## config.mk

```make
export PLATFORM = sky130hd
export DESIGN_NAME = mix_columns_iter
export DESIGN_NICKNAME = d
export VERILOG_FILES = /design/src/rtl/Cipher_defs.sv /design/src/rtl/mix_single_column.sv /design/src/rtl/mix_columns_iter.sv
export SDC_FILE = /design/constraint.sdc
export NUM_CORES = 1
export LEC_CHECK = 0
export CAP_MARGIN = 40
export CORE_MARGIN = 2
export CORE_UTILIZATION = 30
export CTS_CLUSTER_DIAMETER = 50
export DETAILED_ROUTE_END_ITERATION = 7
export PLACE_DENSITY = 0.68
export SYNTH_ARGS = -nofsm -noshare
export SYNTH_HDL_FRONTEND = slang
export SYNTH_SLANG_ARGS = --single-unit
```

## constraint.sdc

```tcl
create_clock -name clk -period 7.3 [get_ports clk]
set_clock_uncertainty 0.1 [all_clocks]
set_input_delay 1.825 -clock clk [delete_from_list [all_inputs] [get_ports clk]]
set_output_delay 1.825 -clock clk [all_outputs]
set_load 0.02 [all_outputs]
```

## src/rtl/Cipher_defs.sv

```systemverilog
// Shared AES cipher types: byte, column and [column][row] state, GF(2^8) reduction constant.
// Also hosts the mix_columns_iter FSM encoding and the xtime helper.
package Cipher_defs;

   localparam int unsigned BYTE_W = 8;
   localparam int unsigned NB     = 4;

   typedef logic [BYTE_W-1:0] byte_t;
   typedef byte_t   [0:NB-1]  column_t;
   typedef column_t [0:NB-1]  state_t;

   // Low byte of the AES polynomial x^8 + x^4 + x^3 + x + 1
   localparam byte_t GF_RED = 8'h1B;

   typedef enum logic [1:0] {
      ST_IDLE = 2'd0,
      ST_BUSY = 2'd1,
      ST_DONE = 2'd2
   } mc_fsm_e;

   // Multiply by x in GF(2^8), result stays 8 bits wide
   function automatic byte_t xtime(input byte_t b);
      return {b[BYTE_W-2:0], 1'b0} ^ (b[BYTE_W-1] ? GF_RED : byte_t'(0));
   endfunction

endpackage

```

## src/rtl/mix_single_column.sv

```systemverilog
// Combinational transform of one 4-byte AES column (MixColumns).
// With MIX_COLUMNS_INV_EN defined, i_inv selects InvMixColumns instead.
module mix_single_column
   import Cipher_defs::*;
(
`ifdef MIX_COLUMNS_INV_EN
   input  logic    i_inv,
`endif
   input  column_t i_col,
   output column_t o_col
);

   column_t w_x2;
   column_t w_fwd;
`ifdef MIX_COLUMNS_INV_EN
   column_t w_x4;
   column_t w_x8;
   column_t w_inv;
`endif

   // Row r uses the base coefficient row rotated right by r
   for (genvar r = 0; r < 4; r++) begin : g_row
      localparam int R1 = (r + 1) % 4;
      localparam int R2 = (r + 2) % 4;
      localparam int R3 = (r + 3) % 4;

      assign w_x2[r]  = xtime(i_col[r]);
      assign w_fwd[r] = w_x2[r] ^ w_x2[R1] ^ i_col[R1] ^ i_col[R2] ^ i_col[R3];

`ifdef MIX_COLUMNS_INV_EN
      assign w_x4[r]  = xtime(w_x2[r]);
      assign w_x8[r]  = xtime(w_x4[r]);
      // 0E*a0 ^ 0B*a1 ^ 0D*a2 ^ 09*a3, built from 8x/4x/2x partial products
      assign w_inv[r] = (w_x8[r]  ^ w_x4[r]  ^ w_x2[r])
                      ^ (w_x8[R1] ^ w_x2[R1] ^ i_col[R1])
                      ^ (w_x8[R2] ^ w_x4[R2] ^ i_col[R2])
                      ^ (w_x8[R3] ^ i_col[R3]);
`endif
   end

`ifdef MIX_COLUMNS_INV_EN
   assign o_col = i_inv ? w_inv : w_fwd;
`else
   assign o_col = w_fwd;
`endif

endmodule

```

## src/rtl/mix_columns_iter.sv

```systemverilog
// Iterative AES MixColumns: one column per cycle through a shared column mixer, 4-cycle latency.
// Optional inverse mode (inv port) when MIX_COLUMNS_INV_EN is defined.
module mix_columns_iter
   import Cipher_defs::*;
(
   input  logic   clk,
   input  logic   rst_n,
   input  logic   in_valid,
   output logic   in_ready,
   input  state_t state_in,
`ifdef MIX_COLUMNS_INV_EN
   input  logic   inv,
`endif
   output logic   out_valid,
   input  logic   out_ready,
   output state_t state_out
);

   mc_fsm_e    r_fsm;
   logic [1:0] r_col;
   state_t     r_state;
   logic       r_out_valid;
`ifdef MIX_COLUMNS_INV_EN
   logic       r_mode;
`endif

   column_t    w_cur_col;
   column_t    w_mixed;
   logic       w_in_xfer;

   assign w_cur_col = r_state[r_col];

   mix_single_column u_mix (
`ifdef MIX_COLUMNS_INV_EN
      .i_inv (r_mode),
`endif
      .i_col (w_cur_col),
      .o_col (w_mixed)
   );

   // Ready reflects reset immediately so nothing is accepted while it is held
   assign in_ready  = rst_n && ((r_fsm == ST_IDLE) || ((r_fsm == ST_DONE) && out_ready));
   assign out_valid = r_out_valid && rst_n;
   assign state_out = r_state;
   assign w_in_xfer = in_valid && in_ready;

   always_ff @(posedge clk) begin
      if (!rst_n) begin
         r_fsm       <= ST_IDLE;
         r_col       <= 2'd0;
         r_state     <= '0;
         r_out_valid <= 1'b0;
`ifdef MIX_COLUMNS_INV_EN
         r_mode      <= 1'b0;
`endif
      end else begin
         case (r_fsm)
            ST_IDLE: begin
               if (w_in_xfer) begin
                  r_state <= state_in;
                  r_col   <= 2'd0;
                  r_fsm   <= ST_BUSY;
`ifdef MIX_COLUMNS_INV_EN
                  r_mode  <= inv;
`endif
               end
            end
            ST_BUSY: begin
               r_state[r_col] <= w_mixed;
               r_col          <= r_col + 2'd1;
               if (r_col == 2'd3) begin
                  r_fsm       <= ST_DONE;
                  r_out_valid <= 1'b1;
               end
            end
            ST_DONE: begin
               // Output handed off; back-to-back input restarts immediately
               if (out_ready) begin
                  r_out_valid <= 1'b0;
                  if (w_in_xfer) begin
                     r_state <= state_in;
                     r_col   <= 2'd0;
                     r_fsm   <= ST_BUSY;
`ifdef MIX_COLUMNS_INV_EN
                     r_mode  <= inv;
`endif
                  end else begin
                     r_fsm <= ST_IDLE;
                  end
               end
            end
            default: begin
               r_fsm       <= ST_IDLE;
               r_out_valid <= 1'b0;
            end
         endcase
      end
   end

endmodule

```

Word-level counts from Yosys, hierarchy flattened

Cells that the tools add are included.

Register bits: 133
Memory bits (read-only): 0
RAM bits: 0
Output and inout port bits: 130
Bits in latches: 0
Memories: 0
Logic and storage cells: 85

Add/subtract/negate cells: 1
Equal/unequal tests: 6
Magnitude comparators: 2
Reductions and logical operators: 11
Multiply operators: 0
Div/mod/pow operators: 0
Shifts and indexed selects: 0
Bitwise gates (word level): 22
Mux-type cells: 24

Operators with widths:

| kind                                                                         | count |
|---|---|
| 128-bit case mux with 3 select lines                                         | 1 |
| 128-bit two-way mux                                                          | 2 |
| 8-bit XOR                                                                    | 20 |
| 128-bit bitwise mux                                                          | 1 |
| 32-bit two-way mux                                                           | 3 |
| 32-bit binary-select mux with 2-bit select                                   | 1 |
| 32-bit demux with 2-bit select                                               | 1 |
| 5-bit two-way mux                                                            | 4 |
| 2-bit case mux with 3 select lines                                           | 2 |
| 2-bit two-way mux                                                            | 5 |
| 2-bit != test, second input constant                                         | 3 |
| 3-bit AND reduction                                                          | 2 |
| 1-bit logical AND                                                            | 5 |
| 2-bit equality test, second input constant                                   | 2 |
| 3-bit greater-or-equal comparator, second input constant                     | 1 |
| 3-bit by 1-bit less-than comparator with 1-bit output, second input constant | 1 |
| 1-bit two-way mux                                                            | 3 |
| 2-bit NOT with 3-bit output                                                  | 1 |
| 1-bit case mux with 3 select lines                                           | 1 |
| 3-bit nonzero test                                                           | 1 |
| 2-bit by 1-bit adder with 2-bit output, second input constant                | 1 |
| 2-bit by 1-bit equality test with 1-bit output, second input constant        | 1 |
| 2-bit logical NOT                                                            | 1 |
| 2-bit AND reduction                                                          | 1 |
| other kinds (2)                                                              | 2 |

Logic depth before layout (Yosys ltp)

Gate-level depths: netlist of the first run.

Word-level depth: 12
Mapped depth: 11
Gate-level depth less buffers: 7

By module

From an unflattened synthesis of the first run, not the netlist that was laid out.

Cell total of the unflattened synthesis: 888
Area, all modules: 8,434.3 µm²

By module, submodules not included:

| module            | cells each | instances | area each (µm²) |
|---|---|---|---|
| mix_columns_iter  | 811        | 1         | 7,175.6 |
| mix_single_column | 77         | 1         | 1,258.7 |

Worst setup path after synthesis of the first run

Ideal clock, no wire load.

Path type: input to output
From: input rst_n
To: output in_ready
Path slack: 2,828 ps
Arrival: 2,547 ps
Path buffers: 1
Cell stages on the path: 3
Path through: clkbuf_1 -> nand2b_1 -> a21oi_1

Word-level cells in the longest chain between the ends: 1

RTL lines:

| element           | line                   | source |
|---|---|---|
| from (decl)       | mix_columns_iter.sv:7  | `input logic rst_n,` |
| 1-bit logical AND | mix_columns_iter.sv:42 | `assign in_ready = rst_n && ((r_fsm == ST_IDLE) \|\| ((r_fsm == ST_DONE) && out_ready));` |
| to (decl)         | mix_columns_iter.sv:9  | `output logic in_ready,` |

No other way between the ends.

Worst setup path in the final report of the first run

From: input out_ready
To: output in_ready

Word-level cells in the longest chain between the ends: 3

RTL lines:

| element           | line                   | source |
|---|---|---|
| from (decl)       | mix_columns_iter.sv:15 | `input logic out_ready,` |
| 1-bit logical AND | mix_columns_iter.sv:42 |  |
| 1-bit logical OR  | mix_columns_iter.sv:42 |  |
| 1-bit logical AND | mix_columns_iter.sv:42 |  |

No other way between the ends.

==> flow_summary.yaml, run 1 <==
pwr:
  pwr-share-comb_pct: 47.3
  switching_share_pct: 38.7
  p_sw_uw: 1240
  clkPwrFrac_pct: 25.3
  p_leak_uw: 0.00421
  power_density_nw_per_um2: 287
  p_int_uw: 1960
  ir_drop_mv: 0.138
  power_frac_seq_pct: 27.4
die:
  die_h_um: 164
  row_count: 58
  die-area_um2: 26900
  coreArea_um2: 25100
  fp.dieW_um: 164
  start_util_pct: 30.6
  pin_count: 262
critical_path:
  r2r_start: "r_col[0]$_SDFFE_PN0P_"
  max_stage_delay_ns: 0.64
  cp_common_cell: "clkdlybuf4s50_1"
  crit_path_cell_trace: "clkdlybuf4s50_1, inv_1, a21oi_1, clkdlybuf4s50_1"
  reg2reg_depth: 6
  reg2reg_to: "state_out[121]$_SDFFE_PN0P_"
  worstPathArrival_ns: 3.22
  endpoint_kind: "primary output"
  start_kind: "input port"
  cp.required_ns: 5.38
  rrSetupSlack_ns: 3.99
  setup.worst_path.class: "in2out"
  crit_path_max_fanout: 3
  cp_slowest_cell: "clkdlybuf4s50_1"
cells_and_area:
  fill_cells: 2409
  drive_above_1_share_pct: 10.2
  area_growth_pct: 45.4
  nets: 1124
sta:
  fin_tns_setup_ns: 0
  tightestPinTransition_ns: 0.901
  setup_viol: 0
  fin_crit_ns: 5.15
  drv_slew: 0
  hold_viol_final: 0
  max_freq_mhz: 194
  rsz0062_at_grt: "no"
  period_share_pct: 70.5
  slew_headroom_pct: 39.9
  final.setup.worst_slack_ns: 2.15
detailed_routing:
  firstDrtPassIters: 6
  remaining_drc_errors: 0
  routed_wl_um: 31900
  wl_per_cell_um: 24.0
  ant_nets: 0
  drt_iter0_markers: 1004
  num_vias: 7682
  vias_per_cell: 5.76
synthesis:
  synth_cell_types: 35
  netlist.area_leader.share_pct: 34.7
  synth.most_common_cell: "dfxtp_1"
  synth.yosys.warnings: 0
  synth_largest_area_cell: "dfxtp_1"
  ys.flop_type: "dfxtp_1"
  ys_ff_latch: 133
  synth_seq_area_share_pct: 34.7
  synth_edf_count: 0
  yosys-top-cells-count: "dfxtp_1 (133), o21ai_0 (129), nor2_1 (128), a221oi_1 (116), clkbuf_1 (72)"
  synthTopCellsByArea: "dfxtp_1 (35%), a221oi_1 (13%), mux4_2 (9.4%), xnor3_1 (8.5%), o21ai_0 (8.4%)"
  syn_avg_cell_area_um2: 9.95
  synth_cells: 771
  syn_area_um2: 7670
  syn-num-nets: 907
  ys_async_sr_fraction_pct: 0
clock_tree:
  cts_made_buffers: 17
  post_cts_buffers: 0
  post_cts_resize_count: 0
  cts_tree: "built"
  cts_root_buf: "clkbuf_16"
  postCtsHoldBufs: 0
  numClockSinks: 133
  cts_buffer_depth: 2
  cts.reportedPaths.clkPinSlew_ns: 0.06
  clock_latency_ns: 0.43
  h-tree-depth: 4
placement:
  dp_slack_ns: 2.16
  gp_congestion: 0.815
  io_buffer_count: 261
  dpl.hpwl_um: 22000
hold_path:
  min_from: "state_out[85]$_SDFFE_PN0P_"
  min_path_cells: 2
  hp-class: "reg2reg"
  worstHoldEndpoint: "state_out[85]$_SDFFE_PN0P_"
global_route:
  grt_pass1_vias: 7487
  grt_max_degree: 67
  grt_usage_pct: 23.2
  antenna_found_initial: 2
  grt_pass1_wl_um: 46200
  grt_overflow: 0
run:
  drv_cap: 0
status:
  status: "complete, no violations"
state kept, by name, indices dropped and copies added (netlist names):
| signal | flops |
|---|---|
| r_fsm | 2 |
| r_col | 2 |
| r_out_valid | 1 |
| state_out | 128 |
cell type report:
cell class              count  area [µm²]  area share [%]
diodes                      3        7.51          0.0673
clock buffers              24         492            4.41
clock inverters             7        48.8           0.437
inverters                   3        11.3           0.101
multi-input cells         551        4660            41.7
flip-flops and latches    133        2670            23.9
well taps                 330         413            3.70
repair buffers            282        2860            25.7
routing by layer:
layer,wire [µm],up-vias,global-route usage (%)
li1,-,3374,-
met1,13000,3800,30.9
met2,15300,445,36.5
met3,2690,63,4.92
met4,1010,0,9.85
met5,0,-,0
worst max-delay path by stage:
| stage | start | end | slack [ns] | cells past startpoint |
|---|---|---|---|---|
| 3_5_place_dp | out_ready | in_ready | 2.16 | 4 |
| 3_3_place_gp | out_ready | in_ready | 2.19 | 4 |
| 2_1_floorplan | rst_n | in_ready | 2.83 | 3 |
| 4_1_cts | out_ready | in_ready | 2.15 | 4 |
| 5_1_grt | out_ready | in_ready | 2.09 | 4 |
| 6_report | out_ready | in_ready | 2.15 | 4 |
kinds of logic after synthesis:
group | Yosys count | synth area share (%)
AO/OA/AOI/OAI | 276 | 24.7
AND/OR/NAND/NOR | 159 | 8.45
buffers and inverters | 87 | 4.99
multiplexers | 32 | 9.39
flip-flops | 133 | 34.7
adder cells (fa/ha/maj) | 4 | 0.652
XOR/XNOR | 80 | 17.1
layout by cell type, fill, tap and decap left out, drive strengths merged:
master and instances:
clkdlybuf4s50 260, dfxtp 133, o21ai 129, nor2 128
a221oi 120, mux4 32, xnor3 30, xnor2 25
clkbuf 24, buf 22, xor2 16, a21oi 15
nand2 11, xor3 9, and2 6, nand2b 5
nor2b 4, o221ai 4, a31oi 4, ha 4
clkinvlp 4, or2 4, diode 3, inv 3
clkinv 3, nand3b 1, o22ai 1, o311ai 1
o211a 1, a22oi 1
through the flow:
stage               instances  hold slack, ns  area, µm²  power, µW  utilization, %
floorplan                 771           0.443       7670       1820               -
CTS                      1330           0.441      11100       3200            44.4
detailed placement       1299           0.423      10600       2390            42.2
global placement         1291           0.412      10500       2360            41.6
finish                   1333           0.442      11200       3200            44.4
global route             1332           0.475      11200       3330            44.4
critical path: cells and delay by family:
kind	cells	cell delay [ns]
compound gates	1	0.20
buf+inv	3	1.19
power groups by stage:
stage          Clock, µW  Sequential, µW  Combinational, µW
6_report             809             878               1510
5_1_grt              853             887               1590
4_1_cts              815             875               1510
3_5_place_dp           0             889               1500
3_3_place_gp           0             889               1470
2_1_floorplan          0             966                854
Note: power is estimated with default switching activity, not from simulation.
==> inputs of run 2 (changes only) <==
--- a/config.mk
+++ b/config.mk
@@ -10,7 +10,7 @@
 export CORE_UTILIZATION = 30
 export CTS_CLUSTER_DIAMETER = 50
 export DETAILED_ROUTE_END_ITERATION = 7
-export PLACE_DENSITY = 0.68
+export PLACE_DENSITY = 0.7
 export SYNTH_ARGS = -nofsm -noshare
 export SYNTH_HDL_FRONTEND = slang
 export SYNTH_SLANG_ARGS = --single-unit
==> constraint.sdc (replaced) <==
create_clock -name clk -period 4.7 [get_ports clk]
set_clock_uncertainty 0.1 [all_clocks]
set_input_delay 1.175 -clock clk [delete_from_list [all_inputs] [get_ports clk]]
set_output_delay 1.175 -clock clk [all_outputs]
set_load 0.02 [all_outputs]
==> flow_summary.yaml, run 2 (same netlist as run 1, synthesis figures left out) <==
detailed_routing:
  num_vias: 7690
  drt_iter0_markers: 919
  vias_per_cell: 5.77
  wl_per_cell_um: 24.1
  routed_wl_um: 32000
  remaining_drc_errors: 0
  ant_nets: 0
  firstDrtPassIters: 7
clock_tree:
  cts_tree: "built"
  post_cts_resize_count: 0
  h-tree-depth: 4
  cts_made_buffers: 17
  numClockSinks: 133
  cts_root_buf: "clkbuf_16"
  post_cts_buffers: 0
  clock_latency_ns: 0.42
  postCtsHoldBufs: 0
  cts.reportedPaths.clkPinSlew_ns: 0.06
  cts_buffer_depth: 2
sta:
  period_share_pct: 82.8
  fin_tns_setup_ns: 0
  slew_headroom_pct: 36.7
  final.setup.worst_slack_ns: 0.807
  drv_slew: 0
  fin_crit_ns: 3.89
  tightestPinTransition_ns: 0.949
  rsz0062_at_grt: "no"
  max_freq_mhz: 257
  setup_viol: 0
  hold_viol_final: 0
status:
  status: "complete, no violations"
global_route:
  grt_max_degree: 78
  antenna_found_initial: 0
  grt_overflow: 0
  grt_usage_pct: 23.5
  grt_pass1_wl_um: 47200
  grt_pass1_vias: 7681
cells_and_area:
  drive_above_1_share_pct: 10.5
  layout_commonest_cell: "clkdlybuf4s50_1"
  regArea_um2: 2670
  largest_register_ffs: 128
  n_antenna_cell: 0
  area_growth_pct: 45.7
  fill_cells: 2400
  nets: 1127
  multi_input_area_um2: 4650
  final_cell_mix: "clkdlybuf4s50_1 (260), dfxtp_1 (131), o21ai_0 (129), nor2_1 (123), a221oi_1 (116)"
critical_path:
  start_kind: "input port"
  endpoint_kind: "primary output"
  crit_path_max_fanout: 3
  cp.required_ns: 3.42
  setup.worst_path.class: "in2out"
  worstPathArrival_ns: 2.62
placement:
  gp_congestion: 0.825
  io_buffer_count: 261
  dp_slack_ns: 0.827
  dpl.hpwl_um: 22500
hold_path:
  hp-class: "reg2reg"
pwr:
  p_leak_uw: 0.00423
  ir_drop_mv: 0.221
  power_density_nw_per_um2: 447
die:
  pin_count: 262
  coreArea_um2: 25100
  start_util_pct: 30.6
  row_count: 58
  die-area_um2: 26900
  die_h_um: 164
  fp.dieW_um: 164
run:
  drv_cap: 0
==> run 2: cell count changes in the layout (fill, tap and decap cells not counted), sizes merged <==
cell / before / now
buf: 22 / 25
clkinvlp: 4 / 3
clkbuf: 24 / 21
bufinv: 0 / 1
clkinv: 3 / 5
diode: 3 / 0
==> run 2: per-stage QoR <==
step           instances  util (%)  hold slack (ns)  instance area, µm²  power [µW]
2_1_floorplan        771         -            0.443                7670        2830
4_1_cts             1331      44.4            0.437               11200        4970
3_3_place_gp        1295      41.8            0.411               10500        3670
5_1_grt             1332      44.5            0.459               11200        5180
3_5_place_dp        1301      42.3            0.419               10600        3710
6_report            1332      44.5            0.441               11200        4990
==> run 2: path summary, 6_finish.rpt <==
check | depth (start not counted) | startpoint | slack [ns] | to
max reg2reg | 6 | r_col[0]$_SDFFE_PN0P_ | 1.41 | state_out[77]$_SDFFE_PN0P_
max | 4 | out_ready | 0.81 | in_ready
min | 2 | state_out[126]$_SDFFE_PN0P_ | 0.44 | state_out[126]$_SDFFE_PN0P_
min reg2reg | 2 | state_out[126]$_SDFFE_PN0P_ | 0.44 | state_out[126]$_SDFFE_PN0P_
==> run 2: routing by layer <==
layer / routed length [µm] / share of wire [%] / vias to the layer above / GRT usage [%]
met5: 0 / 0 / - / 0
met4: 809 / 2.5 / 0 / 9.25
met3: 2530 / 7.9 / 70 / 4.72
met2: 15300 / 48 / 472 / 37.3
met1: 13500 / 42 / 3773 / 31.5
li1: - / - / 3375 / -
==> run 2: critical path, cell delays in order <==
cell,delay [ns]
clkdlybuf4s50_1,0.50
inv_1,0.06
a21oi_1,0.23
clkdlybuf4s50_1,0.65
==> run 2: layout make-up <==
type,instances,area share [%]
inverter,3,0.101
clock inverter,9,0.728
tap,330,3.69
timing repair buffer,285,25.9
sequential,133,23.8
multi-input combinational,551,41.6
clock buffer,21,4.12
==> run 2: where the power goes <==
| group | leakage, µW | total [µW] | internal [µW] | switching (µW) |
|---|---|---|---|---|
| Sequential | 0.00110 | 1370 | 1260 | 115 |
| Clock | 0.000261 | 1270 | 747 | 520 |
| Combinational | 0.00287 | 2350 | 1070 | 1280 |
| Total | 0.00423 | 4990 | 3070 | 1920 |
